$ cat config.mk
export PLATFORM = sky130hd
export DESIGN_NAME = acs_path_metric_unit
export DESIGN_NICKNAME = d
export VERILOG_FILES = /design/src/rtl/viterbi_pkg.sv /design/src/rtl/acs_cell.sv /design/src/rtl/acs_path_metric_unit.sv
export SDC_FILE = /design/constraint.sdc
export NUM_CORES = 1
export LEC_CHECK = 0
export BUFFER_PORTS_ARGS = -buffer_cell sky130_fd_sc_hd__buf_2
export CAP_MARGIN = 20
export CORE_MARGIN = 4
export CORE_UTILIZATION = 55
export DETAILED_ROUTE_END_ITERATION = 8
export HOLD_SLACK_MARGIN = 0.12
export PLACE_DENSITY = 0.8
export SLEW_MARGIN = 20
export SYNTH_ARGS = -nofsm -noshare
export SYNTH_HDL_FRONTEND = slang
export SYNTH_SLANG_ARGS = --single-unit
$ cat constraint.sdc
create_clock -name i_clk -period 31.7 [get_ports i_clk]
set_clock_uncertainty 0.2 [all_clocks]
set_input_delay 1.585 -clock i_clk [delete_from_list [all_inputs] [get_ports i_clk]]
set_output_delay 1.585 -clock i_clk [all_outputs]
set_load 0.02 [all_outputs]
$ cat src/rtl/viterbi_pkg.sv
// Shared trellis definitions for the K=3, rate-1/2 (7,5) Viterbi path-metric datapath.
package viterbi_pkg;
   localparam int NUM_STATES = 4;
   localparam int BM_W       = 2;

   typedef logic [1:0] state_t;
   typedef enum logic {IDLE = 1'b0, RUN = 1'b1} fsm_t;

   // New state n={u,b1} is reached from {b1,0} (even) and {b1,1} (odd);
   // the BM index is the code word emitted on that branch.
   localparam state_t     PRED_EVEN [NUM_STATES] = '{2'd0, 2'd2, 2'd0, 2'd2};
   localparam state_t     PRED_ODD  [NUM_STATES] = '{2'd1, 2'd3, 2'd1, 2'd3};
   localparam logic [1:0] BM_EVEN   [NUM_STATES] = '{2'd0, 2'd2, 2'd3, 2'd1};
   localparam logic [1:0] BM_ODD    [NUM_STATES] = '{2'd3, 2'd1, 2'd0, 2'd2};
endpackage

$ cat src/rtl/acs_cell.sv
// Two-candidate add-compare-select; a tie keeps the even predecessor.
module acs_cell
   import viterbi_pkg::*;
#(
   parameter int PM_W = 6
) (
   input  logic [PM_W-1:0] pm_even,
   input  logic [PM_W-1:0] pm_odd,
   input  logic [BM_W-1:0] bm_even,
   input  logic [BM_W-1:0] bm_odd,
   output logic [PM_W:0]   metric,
   output logic            decision
);
   logic [PM_W:0] sum_even, sum_odd;

   assign sum_even = {1'b0, pm_even} + (PM_W+1)'(bm_even);
   assign sum_odd  = {1'b0, pm_odd}  + (PM_W+1)'(bm_odd);
   assign decision = (sum_odd < sum_even);
   assign metric   = decision ? sum_odd : sum_even;
endmodule

$ cat src/rtl/acs_path_metric_unit.sv
// Four-state ACS stage with min-normalisation, saturation and per-frame sequencing.
module acs_path_metric_unit
   import viterbi_pkg::*;
#(
   parameter int PM_W      = 6,
   parameter int PM_INIT   = 8,
   parameter int FRAME_LEN = 64
) (
   input  logic            i_clk,
   input  logic            i_rst,
   input  logic            i_start,
   input  logic            i_valid,
   input  logic [BM_W-1:0] i_BM_0,
   input  logic [BM_W-1:0] i_BM_1,
   input  logic [BM_W-1:0] i_BM_2,
   input  logic [BM_W-1:0] i_BM_3,
   output logic            o_valid,
   output logic            o_last,
   output logic [3:0]      o_decision,
   output state_t          o_best_state,
   output logic [PM_W-1:0] o_PM_0,
   output logic [PM_W-1:0] o_PM_1,
   output logic [PM_W-1:0] o_PM_2,
   output logic [PM_W-1:0] o_PM_3
);
   localparam int CW = $clog2(FRAME_LEN + 1);
   localparam logic [CW-1:0] LAST_CNT = CW'(FRAME_LEN);
   localparam logic [NUM_STATES-1:0][PM_W-1:0] PM_RESET =
      {PM_W'(PM_INIT), PM_W'(PM_INIT), PM_W'(PM_INIT), PM_W'(0)};

   fsm_t                              fsm_q, fsm_d;
   logic [CW-1:0]                     cnt_q, cnt_src, cnt_inc;
   logic [NUM_STATES-1:0][PM_W-1:0]   pm_q, pm_src, pm_norm;
   logic [NUM_STATES-1:0][BM_W-1:0]   bm;
   logic [NUM_STATES-1:0][PM_W:0]     sums, diff;
   logic [NUM_STATES-1:0]             dec;
   logic [PM_W:0]                     min_m;
   state_t                            best;
   logic                              accept, last;

   assign bm      = {i_BM_3, i_BM_2, i_BM_1, i_BM_0};
   // A start in the same cycle as a valid symbol runs ACS on the init metrics.
   assign pm_src  = i_start ? PM_RESET : pm_q;
   assign cnt_src = i_start ? '0 : cnt_q;
   assign cnt_inc = cnt_src + CW'(1);
   assign accept  = i_valid && (i_start || fsm_q == RUN);
   assign last    = accept && (cnt_inc == LAST_CNT);

   for (genvar n = 0; n < NUM_STATES; n++) begin : g_acs
      acs_cell #(.PM_W(PM_W)) u_acs (
         .pm_even  (pm_src[PRED_EVEN[n]]),
         .pm_odd   (pm_src[PRED_ODD[n]]),
         .bm_even  (bm[BM_EVEN[n]]),
         .bm_odd   (bm[BM_ODD[n]]),
         .metric   (sums[n]),
         .decision (dec[n])
      );
   end

   always_comb begin
      min_m = sums[0];
      for (int i = 1; i < NUM_STATES; i++)
         if (sums[i] < min_m) min_m = sums[i];
      best = '0;
      for (int i = 0; i < NUM_STATES; i++) begin
         diff[i]    = sums[i] - min_m;
         pm_norm[i] = diff[i][PM_W] ? '1 : diff[i][PM_W-1:0];
      end
      // Descending scan so the lowest-index minimum wins.
      for (int i = NUM_STATES-1; i >= 0; i--)
         if (sums[i] == min_m) best = state_t'(i);
   end

   always_comb begin
      fsm_d = fsm_q;
      if (last)         fsm_d = IDLE;
      else if (i_start) fsm_d = RUN;
   end

   always_ff @(posedge i_clk or posedge i_rst) begin
      if (i_rst) begin
         fsm_q        <= IDLE;
         cnt_q        <= '0;
         pm_q         <= PM_RESET;
         o_valid      <= 1'b0;
         o_last       <= 1'b0;
         o_decision   <= '0;
         o_best_state <= '0;
      end else begin
         fsm_q   <= fsm_d;
         o_valid <= accept;
         o_last  <= last;
         if (accept) begin
            pm_q         <= pm_norm;
            o_decision   <= dec;
            o_best_state <= best;
            cnt_q        <= last ? '0 : cnt_inc;
         end else if (i_start) begin
            pm_q  <= PM_RESET;
            cnt_q <= '0;
         end
      end
   end

   assign o_PM_0 = pm_q[0];
   assign o_PM_1 = pm_q[1];
   assign o_PM_2 = pm_q[2];
   assign o_PM_3 = pm_q[3];
endmodule

==> flow_summary.toml, run 1 <==
[clock_tree]
ctsHtreeMaxLevel = 2
cts_tree = "yes"
cts_setup_buffers = 0
clock_insertion_delay_worst_skew_ps = 290
clock_path_buffers = 2
clock-sinks = 40
post_cts_resized = 0
clk_pin_slew_worst_paths_ps = 60
ctsHoldBuffers = 0
numCtsBuffers = 5
clk_root_buf = "sky130_fd_sc_hd__clkbuf_16"

[synthesis]
portion_of_the_post_synthesis_area_used_by_sequential_elements_pct = 15.8
number_of_flops_mapped_to_enable_cells_by_yosys = 0
postSynth.asyncResetShare_pct = 100
syn-mean-instance-area_um2 = 7.69
count_of_mapped_cells_out_of_synthesis = 829
number_of_register_bits_inferred_by_synthesis = 40
yosysTopAreaCellShare_pct = 14.5
synth_nets = 892
synth.distinct_cells = 109
synth_warnings = 0
yosys.area.top_type = "sky130_fd_sc_hd__dfrtp_1"
synthMostInstantiatedCell = "sky130_fd_sc_hd__nor2_1"
synth_flop_cell = "sky130_fd_sc_hd__dfrtp_1"
yosys-top-cells-area = "sky130_fd_sc_hd__dfrtp_1 (15%), sky130_fd_sc_hd__ha_1 (10%), sky130_fd_sc_hd__nor2_1 (5.7%), sky130_fd_sc_hd__xnor2_1 (5.5%), sky130_fd_sc_hd__nand2_1 (4.6%)"
post_synth_instance_area_um2 = 6370
netlist_top_cells_count = "sky130_fd_sc_hd__nor2_1 (97), sky130_fd_sc_hd__nand2_1 (78), sky130_fd_sc_hd__a21oi_1 (53), sky130_fd_sc_hd__ha_1 (51), sky130_fd_sc_hd__xnor2_1 (40)"

[detailed_routing]
routed_wire_length_per_instance_um = 18.6
via_per_inst = 6.45
drt-pass1-iter-count = 6
vias = 6387
finalWirelength_um = 18400
drt_iter0_drc = 647
antenna_violating_nets_post_route = 0
post-route-drc-count = 0

[critical_path]
critPathSlowestCell = "sky130_fd_sc_hd__nor2_1"
timing.critical_path.arrival_ps = 13790
category_of_the_worst_setup_path_capture_point = "register"
critical_path.max_fanout = 52
critical_path_class = "input pin to register"
critical_path.startpoint_type = "input pin"
cp_slowest_stage_delay_ps = 720
timing.critical_path.required_ps = 31640

[floorplanning]
design.core.area_um2 = 11400
initial_utilization_pct = 56.1
die_width_um = 116
die_h_um = 116
fp-row-count = 39
io_pins = 44
die_area_um2 = 13400

[flow_run]
max-cap-violations = 0

[cells_and_area]
fin_nets = 909
area_growth_syn_to_layout_pct = 6.87
post_route_cells_drive_above_1_share_pct = 13.8
finalCoreUtilization_pct = 59.9

[global_routing]
maximum_number_of_pins_on_one_net_before_global_route_repair = 53
global_route_wire_length_before_repair_um = 29700
globalRouteOverflowTotal = 0
antenna_found_initial = 0
gr-usage-all-layers_pct = 27.4
first_global_vias = 5881

[placement]
port_buffers = 43
place_congestion = 0.996
post-dp-hpwl_um = 14600

[sta]
totalNegativeSetupSlack_ps = 0
timing_hold_violations_final = 0
setup_repair_after_global_routing_missed_its_margin = "no"
timing.slew.headroom_pct = 35.0
period_needed_ps = 13850
worst_slew_pin_slew_ps = 974
timing.final.setup_violations = 0
finalCritPeriodShare_pct = 43.7
max_transition_viols_final = 0
timing.fmax_ghz = 0.0722

[worst_hold_path]
hp-class = "register to register"

[status]
status = "finished clean"
==> cell families after synthesis <==
group / count (synthesis) / synth area share, %
simple gates: 302 / 23.2
compound gates: 248 / 28.8
buf+inv: 79 / 5.28
xor+xnor: 66 / 9.54
fa+ha+maj: 63 / 12.0
flops: 40 / 15.8
mux: 31 / 5.48
==> stage by stage <==
stage / worst slack [ps] / hold slack, ps / std cells / instance area, um^2
final: 17850 / 278 / 991 / 6810
after global routing: 16860 / 294 / 990 / 6810
after CTS: 18210 / 280 / 990 / 6810
after detailed placement: 18020 / 265 / 982 / 6640
after global placement: 18260 / 262 / 982 / 6640
after floorplan: 19300 / 270 / 829 / 6370
==> metal layers <==
metal  part of all wire [%]  GRT usage, %
met5                      0             0
met4                    3.8          11.3
met2                     44          42.4
met1                     43          37.8
met3                    9.7          4.86
==> area by class of cell <==
type	instances	area (um^2)
Fill cell	1023	4560
Multi-Input combinational cell	710	5040
Clock inverter	3	46.3
Antenna cell	1	2.50
Inverter	39	146
Clock buffer	5	125
Timing Repair Buffer	50	268
Tap cell	143	179
Sequential cell	40	1000
==> registers in the layout, summed over array words and instances (netlist names) <==
signal and count:
o_PM_0 6, fsm_q 1, cnt_q 7, o_decision 4
o_PM_2 6, o_PM_1 6, o_valid 1, o_last 1
o_best_state 2, o_PM_3 6
==> placed cells by master, fill, tap and decap left out, drive strengths merged, types with 5 or more instances in the layout <==
cell type	count
a31oi	20
o221ai	6
nand3	18
and3	16
a211oi	5
and2	13
clkbuf	5
nand2b	11
o22ai	8
nand4	9
a21oi	55
nor2	98
o211ai	11
mux2i	19
nand2	80
o31ai	5
ha	51
mux2	12
nor3	16
maj3	12
o21a	9
dfrtp	37
nor2b	14
xor2	24
a21o	20
buf	50
xnor2	42
inv	40
o21ai	44
a22oi	6
==> critical path, delay by kind of cell <==
kind                       cells  cell delay [ps]
and+or+nand+nor               11             2970
muxes                          2              530
adders and majority gates      7             1940
xor gates and xnor gates       1              170
buffers and inverters          7             1080
AOI/OAI and AO/OA             19             5500
==> final timing paths <==
| path | endpoint | slack (ps) | cells after the start | from |
|---|---|---|---|---|
| worst max-delay path | o_PM_1[4]$_DFF_PP0_ | 17850 | 47 | i_start |
| worst min-delay path | o_decision[0]$_DFFE_PP0P_ | 280 | 2 | o_decision[0]$_DFFE_PP0P_ |
| worst max register to register | o_PM_1[4]$_DFF_PP0_ | 19370 | 44 | o_PM_1[1]$_DFF_PP0_ |
| worst min register to register | o_decision[0]$_DFFE_PP0P_ | 280 | 2 | o_decision[0]$_DFFE_PP0P_ |
| max in group asynchronous | o_PM_2[3]$_DFF_PP1_ | 29720 | 3 | i_rst |
| min in group asynchronous | cnt_q[2]$_DFF_PP0_ | 1210 | 3 | i_rst |
Power of run 1 is not shown: default switching activity piles up to over one toggle a cycle in this logic, so the estimate is an artifact.
==> inputs of run 2 (changes only) <==
==> constraint.sdc (replaced) <==
create_clock -name i_clk -period 13.74 [get_ports i_clk]
set_clock_uncertainty 0.2 [all_clocks]
set_input_delay 0.687 -clock i_clk [delete_from_list [all_inputs] [get_ports i_clk]]
set_output_delay 0.687 -clock i_clk [all_outputs]
set_load 0.02 [all_outputs]
==> run 2 against run 1 <==
Global-route usage grew 1.0 points. Final cell count rose by 0.10%. Routed wire length up 4.1%. Largest cell class unchanged. Via count rose by 3.0%. First-iteration DRC count up 4.9%. Die area is the same. Sequential share of layout area is essentially flat. Sequential cell count is the same. Utilization about the same. Critical path depth up 1. Highest routed layer unchanged.
==> flow_summary.toml, run 2 (same netlist as run 1, synthesis figures left out) <==
[critical_path]
critPathSlowestCell = "sky130_fd_sc_hd__o311ai_2"
worst_path_dominant_cell_family = "compound AO/OA/AOI/OAI gates"
timing.critical_path.mode_cell = "sky130_fd_sc_hd__ha_1"
critical_path.max_fanout = 23
critical_path_class = "input pin to register"
critical_path.startpoint_type = "input pin"
category_of_the_worst_setup_path_capture_point = "register"
cp_slowest_stage_delay_ps = 510
critical_path_start = "i_start"
critical_path.n_buffers_inverters = 5
worst_r2r_startpoint = "o_PM_3[0]$_DFF_PP0_"
worstSetupPathDepth = 48
timing.critical_path.arrival_ps = 12330
timing.critical_path.required_ps = 13660
ff2ff_path_depth = 45

[floorplanning]
die_width_um = 116
initial_utilization_pct = 56.1
die_area_um2 = 13400
fp-row-count = 39
design.core.area_um2 = 11400
die_h_um = 116
io_pins = 44

[cells_and_area]
area_growth_syn_to_layout_pct = 6.85
post_route_cells_drive_above_1_share_pct = 14.1
seq_area_um2 = 1000
n_fill_cell = 1016
registers.top_by_ff_count = "cnt_q"
largest_register_ff_count = 7
fin_nets = 911
leading_cell_types_in_the_layout_fill_and_taps_excluded = "sky130_fd_sc_hd__nor2_1 (96), sky130_fd_sc_hd__nand2_1 (78), sky130_fd_sc_hd__a21oi_1 (53), sky130_fd_sc_hd__ha_1 (51), sky130_fd_sc_hd__buf_2 (43)"
layout.cells.most_common = "sky130_fd_sc_hd__nor2_1"
multi_input_comb_area_um2 = 5040
antenna_cells = 0

[detailed_routing]
wl_met1_um = 8470
post-route-drc-count = 0
total_met3_wirelength_after_detailed_routing_um = 1640
routed_wire_length_per_instance_um = 19.3
vias = 6578
highest_layer = "met4"
finalWirelength_um = 19200
antenna_violating_nets_post_route = 0
drt_iter0_drc = 679
drt-pass1-iter-count = 8
via_per_inst = 6.63
route.met2.wl_um = 8510

[placement]
place_congestion = 1.01
post-dp-hpwl_um = 15100
port_buffers = 43

[sta]
timing.final.setup_violations = 0
totalNegativeSetupSlack_ps = 0
timing.fmax_ghz = 0.0806
worst_slew_pin_slew_ps = 1060
timing.slew.headroom_pct = 29.0
period_needed_ps = 12410
max_transition_viols_final = 0
setup_repair_after_global_routing_missed_its_margin = "no"
finalCritPeriodShare_pct = 90.3
timing_hold_violations_final = 0

[clock_tree]
ctsHtreeMaxLevel = 2
clk_root_buf = "sky130_fd_sc_hd__clkbuf_16"
clock_path_buffers = 2
clk_pin_slew_worst_paths_ps = 60
clock-sinks = 40
cts_tree = "yes"
clock_insertion_delay_worst_skew_ps = 290
numCtsBuffers = 5
ctsHoldBuffers = 0

[global_routing]
global_route_wire_length_before_repair_um = 30300
globalRouteOverflowTotal = 0
gr-usage-all-layers_pct = 28.4
first_global_vias = 5865
antenna_found_initial = 0
maximum_number_of_pins_on_one_net_before_global_route_repair = 41

[status]
status = "finished clean"

[worst_hold_path]
hp-class = "register to register"
hold_path_start = "o_decision[0]$_DFFE_PP0P_"
min_delay_path_depth = 2

[flow_run]
max-cap-violations = 0
[run 2: cell types whose count changed in the layout (fill, tap and decap cells not counted), sizes merged]
cell	before	now
buf	50	52
bufinv	1	0
clkbuf	5	6
clkinvlp	1	2
diode	1	0
inv	40	39
[run 2: repair_timing]
item | in CTS | in global routing
setup buffers | 0 | 0
endpoints found under the hold margin | 0 | 0
gates resized for setup | 0 | 2
setup endpoints to repair | 0 | 11
[run 2: area by class of cell]
class / count / area share (%)
multi-input cells: 710 / 74.1
well taps: 143 / 2.63
clock buffers: 6 / 2.04
repair buffers: 52 / 4.15
inverters: 39 / 2.15
clock inverters: 2 / 0.220
flip-flops and latches: 40 / 14.8
[run 2: through the flow]
step	instances	utilization [%]	hold slack [ps]	area, um^2	setup WS, ps
3_3_place_gp	984	58.5	258	6650	1310
5_1_grt	992	59.9	328	6810	159
6_report	992	59.9	275	6810	1330
3_5_place_dp	984	58.5	268	6650	1030
2_1_floorplan	829	-	270	6370	2240
4_1_cts	992	59.8	282	6800	1250
[run 2: final timing paths]
kind                       slack [ps]                         to
max in group asynchronous       12650        o_PM_1[3]$_DFF_PP1_
setup reg to reg                 1710        o_PM_1[1]$_DFF_PP0_
hold / removal                    280  o_decision[0]$_DFFE_PP0P_
min in group asynchronous         310         cnt_q[2]$_DFF_PP0_
hold reg to reg                   280  o_decision[0]$_DFFE_PP0P_
setup / recovery                 1330        o_PM_1[1]$_DFF_PP0_
[run 2: worst register-to-register path, delay by kind of cell (launching register included)]
| family | cells | cell delay, ps |
|---|---|---|
| simple gates | 10 | 2620 |
| mux | 4 | 1410 |
| xor+xnor | 1 | 360 |
| compound gates | 17 | 3970 |
| fa+ha+maj | 8 | 2390 |
| flops | 1 | 430 |
| buf+inv | 5 | 510 |
[run 2: per-layer routing]
metal	global-route usage [%]	vias to the layer above
met1	40.6	3076
met3	4.39	56
met5	0	-
li1	-	3099
met4	8.66	0
met2	44.3	347
Power of run 2 is left out for the same reason.
==> inputs of run 3 (changes only) <==
--- a/config.mk
+++ b/config.mk
@@ -9,6 +9,7 @@
 export CAP_MARGIN = 20
 export CORE_MARGIN = 4
 export CORE_UTILIZATION = 55
+export CTS_BUF_LIST = sky130_fd_sc_hd__clkbuf_4 sky130_fd_sc_hd__clkbuf_8
 export DETAILED_ROUTE_END_ITERATION = 8
 export HOLD_SLACK_MARGIN = 0.12
 export PLACE_DENSITY = 0.8
==> run 3 against run 2 <==
Critical path type unchanged. Critical path depth unchanged. Non-clock buffer count unchanged. Count of clock-buffer cells in the layout unchanged. Largest cell class unchanged. Global-route usage down 0.11 points. Highest routed layer unchanged.
==> flow_summary.toml, run 3 (same netlist as run 1, synthesis figures left out) <==
[cells_and_area]
fin_nets = 911
antenna_cells = 0
finalCoreUtilization_pct = 59.4
largest_register_ff_count = 7
post_route_cells_drive_above_1_share_pct = 14.1
area_growth_syn_to_layout_pct = 5.97
leading_cell_types_in_the_layout_fill_and_taps_excluded = "sky130_fd_sc_hd__nor2_1 (96), sky130_fd_sc_hd__nand2_1 (78), sky130_fd_sc_hd__a21oi_1 (53), sky130_fd_sc_hd__ha_1 (51), sky130_fd_sc_hd__buf_2 (43)"
registers.top_by_ff_count = "cnt_q"
layout.cells.most_common = "sky130_fd_sc_hd__nor2_1"

[floorplanning]
fp-row-count = 39
design.core.area_um2 = 11400
io_pins = 44
initial_utilization_pct = 56.1
die_h_um = 116
die_area_um2 = 13400
die_width_um = 116

[clock_tree]
ctsHtreeMaxLevel = 2
clock_path_buffers = 2
cts_tree = "yes"
clock_insertion_delay_worst_skew_ps = 310
clk_root_buf = "sky130_fd_sc_hd__clkbuf_8"
clk_pin_slew_worst_paths_ps = 90
cts_setup_buffers = 0
numCtsBuffers = 5
ctsHoldBuffers = 0
clock-sinks = 40

[detailed_routing]
finalWirelength_um = 19200
vias = 6537
via_per_inst = 6.59
drt_iter0_drc = 696
routed_wire_length_per_instance_um = 19.3
drt-pass1-iter-count = 7
antenna_violating_nets_post_route = 0
post-route-drc-count = 0

[global_routing]
grt_use_met2_pct = 44.3
antenna_found_initial = 0
maximum_number_of_pins_on_one_net_before_global_route_repair = 41
globalRouteOverflowTotal = 0
gr-usage-all-layers_pct = 28.3
global_route.usage.met1_pct = 40.3
global_route.usage.met3_pct = 4.39
grt-busiest-layer = "met2"
global_route_wire_length_before_repair_um = 30200
first_global_vias = 5821

[status]
status = "finished clean"

[sta]
timing.fmax_ghz = 0.0810
worst_slew_pin_slew_ps = 1040
period_needed_ps = 12340
worst_slack_ps = 1400
timing.final.setup_violations = 0
max_transition_viols_final = 0
totalNegativeSetupSlack_ps = 0
timing_hold_violations_final = 0
timing.slew.headroom_pct = 30.4
finalCritPeriodShare_pct = 89.8
setup_repair_after_global_routing_missed_its_margin = "no"

[critical_path]
timing.critical_path.arrival_ps = 12300
timing.critical_path.required_ps = 13700
cp_slowest_stage_delay_ps = 500
timing.critical_path.mode_cell = "sky130_fd_sc_hd__ha_1"
critical_path.startpoint_type = "input pin"
critical_path_class = "input pin to register"
critPathSlowestCell = "sky130_fd_sc_hd__o2111ai_1"
ff2ff_path_depth = 45
category_of_the_worst_setup_path_capture_point = "register"
critical_path.max_fanout = 23

[worst_hold_path]
hp-class = "input pin to asynchronous set/reset pin"

[placement]
place_congestion = 1.01
dp_worst_setup_slack_ps = 1030
port_buffers = 43
post-dp-hpwl_um = 15100

[flow_run]
max-cap-violations = 0
==> run 3: cell count changes in the layout (fill, tap and decap cells not counted) <==
cell | before | now
sky130_fd_sc_hd__clkbuf_16 | 5 | 0
sky130_fd_sc_hd__clkbuf_8 | 1 | 6
==> run 3: routing by layer <==
layer  part of all wire, %  vias up
met3                   9.4       66
met1                    44     3042
met4                   3.1        0
met2                    44      342
met5                     0        -
li1                      -     3087
==> run 3: metrics by stage <==
stage                     cell area [um^2]  cells  hold slack, ps
after detailed placement              6650    984             268
after floorplan                       6370    829             270
after global placement                6650    984             258
after global routing                  6760    992             334
final                                 6760    992             280
after CTS                             6750    992             287
==> run 3: path summary, 6_finish.rpt <==
kind,endpoint,slack (ps),from
worst max-delay path,o_PM_1[1]$_DFF_PP0_,1400,i_start
worst min-delay path,cnt_q[2]$_DFF_PP0_,280,i_rst
worst max register to register,o_PM_1[1]$_DFF_PP0_,1720,o_PM_3[0]$_DFF_PP0_
worst min register to register,o_decision[0]$_DFFE_PP0P_,280,o_decision[0]$_DFFE_PP0P_
max in group asynchronous,o_PM_2[3]$_DFF_PP1_,12670,i_rst
min in group i_clk,o_decision[0]$_DFFE_PP0P_,280,o_decision[0]$_DFFE_PP0P_
==> run 3: timing repair <==
item                                   4_1_cts  5_1_grt
setup endpoints to repair                    0       10
endpoints found under the hold margin        0        0
resized for setup                            0        2
==> run 3: cell type report <==
type / instances / area [um^2]
multi-input cells: 710 / 5040
clock buffers: 6 / 82.6
repair buffers: 52 / 283
clock inverters: 2 / 15.0
inverters: 39 / 146
well taps: 143 / 179
flip-flops and latches: 40 / 1000
fillers: 1029 / 4610
==> run 3: worst max-delay path, delay by kind of cell <==
kind                     cells  cell delay [ps]
AO/OA/AOI/OAI               22             5650
adder cells (fa/ha/maj)      8             2380
AND/OR/NAND/NOR             10             2130
buffers and inverters        5              830
multiplexers                 2              490
XOR/XNOR                     1              140
Power of run 3 is left out for the same reason.
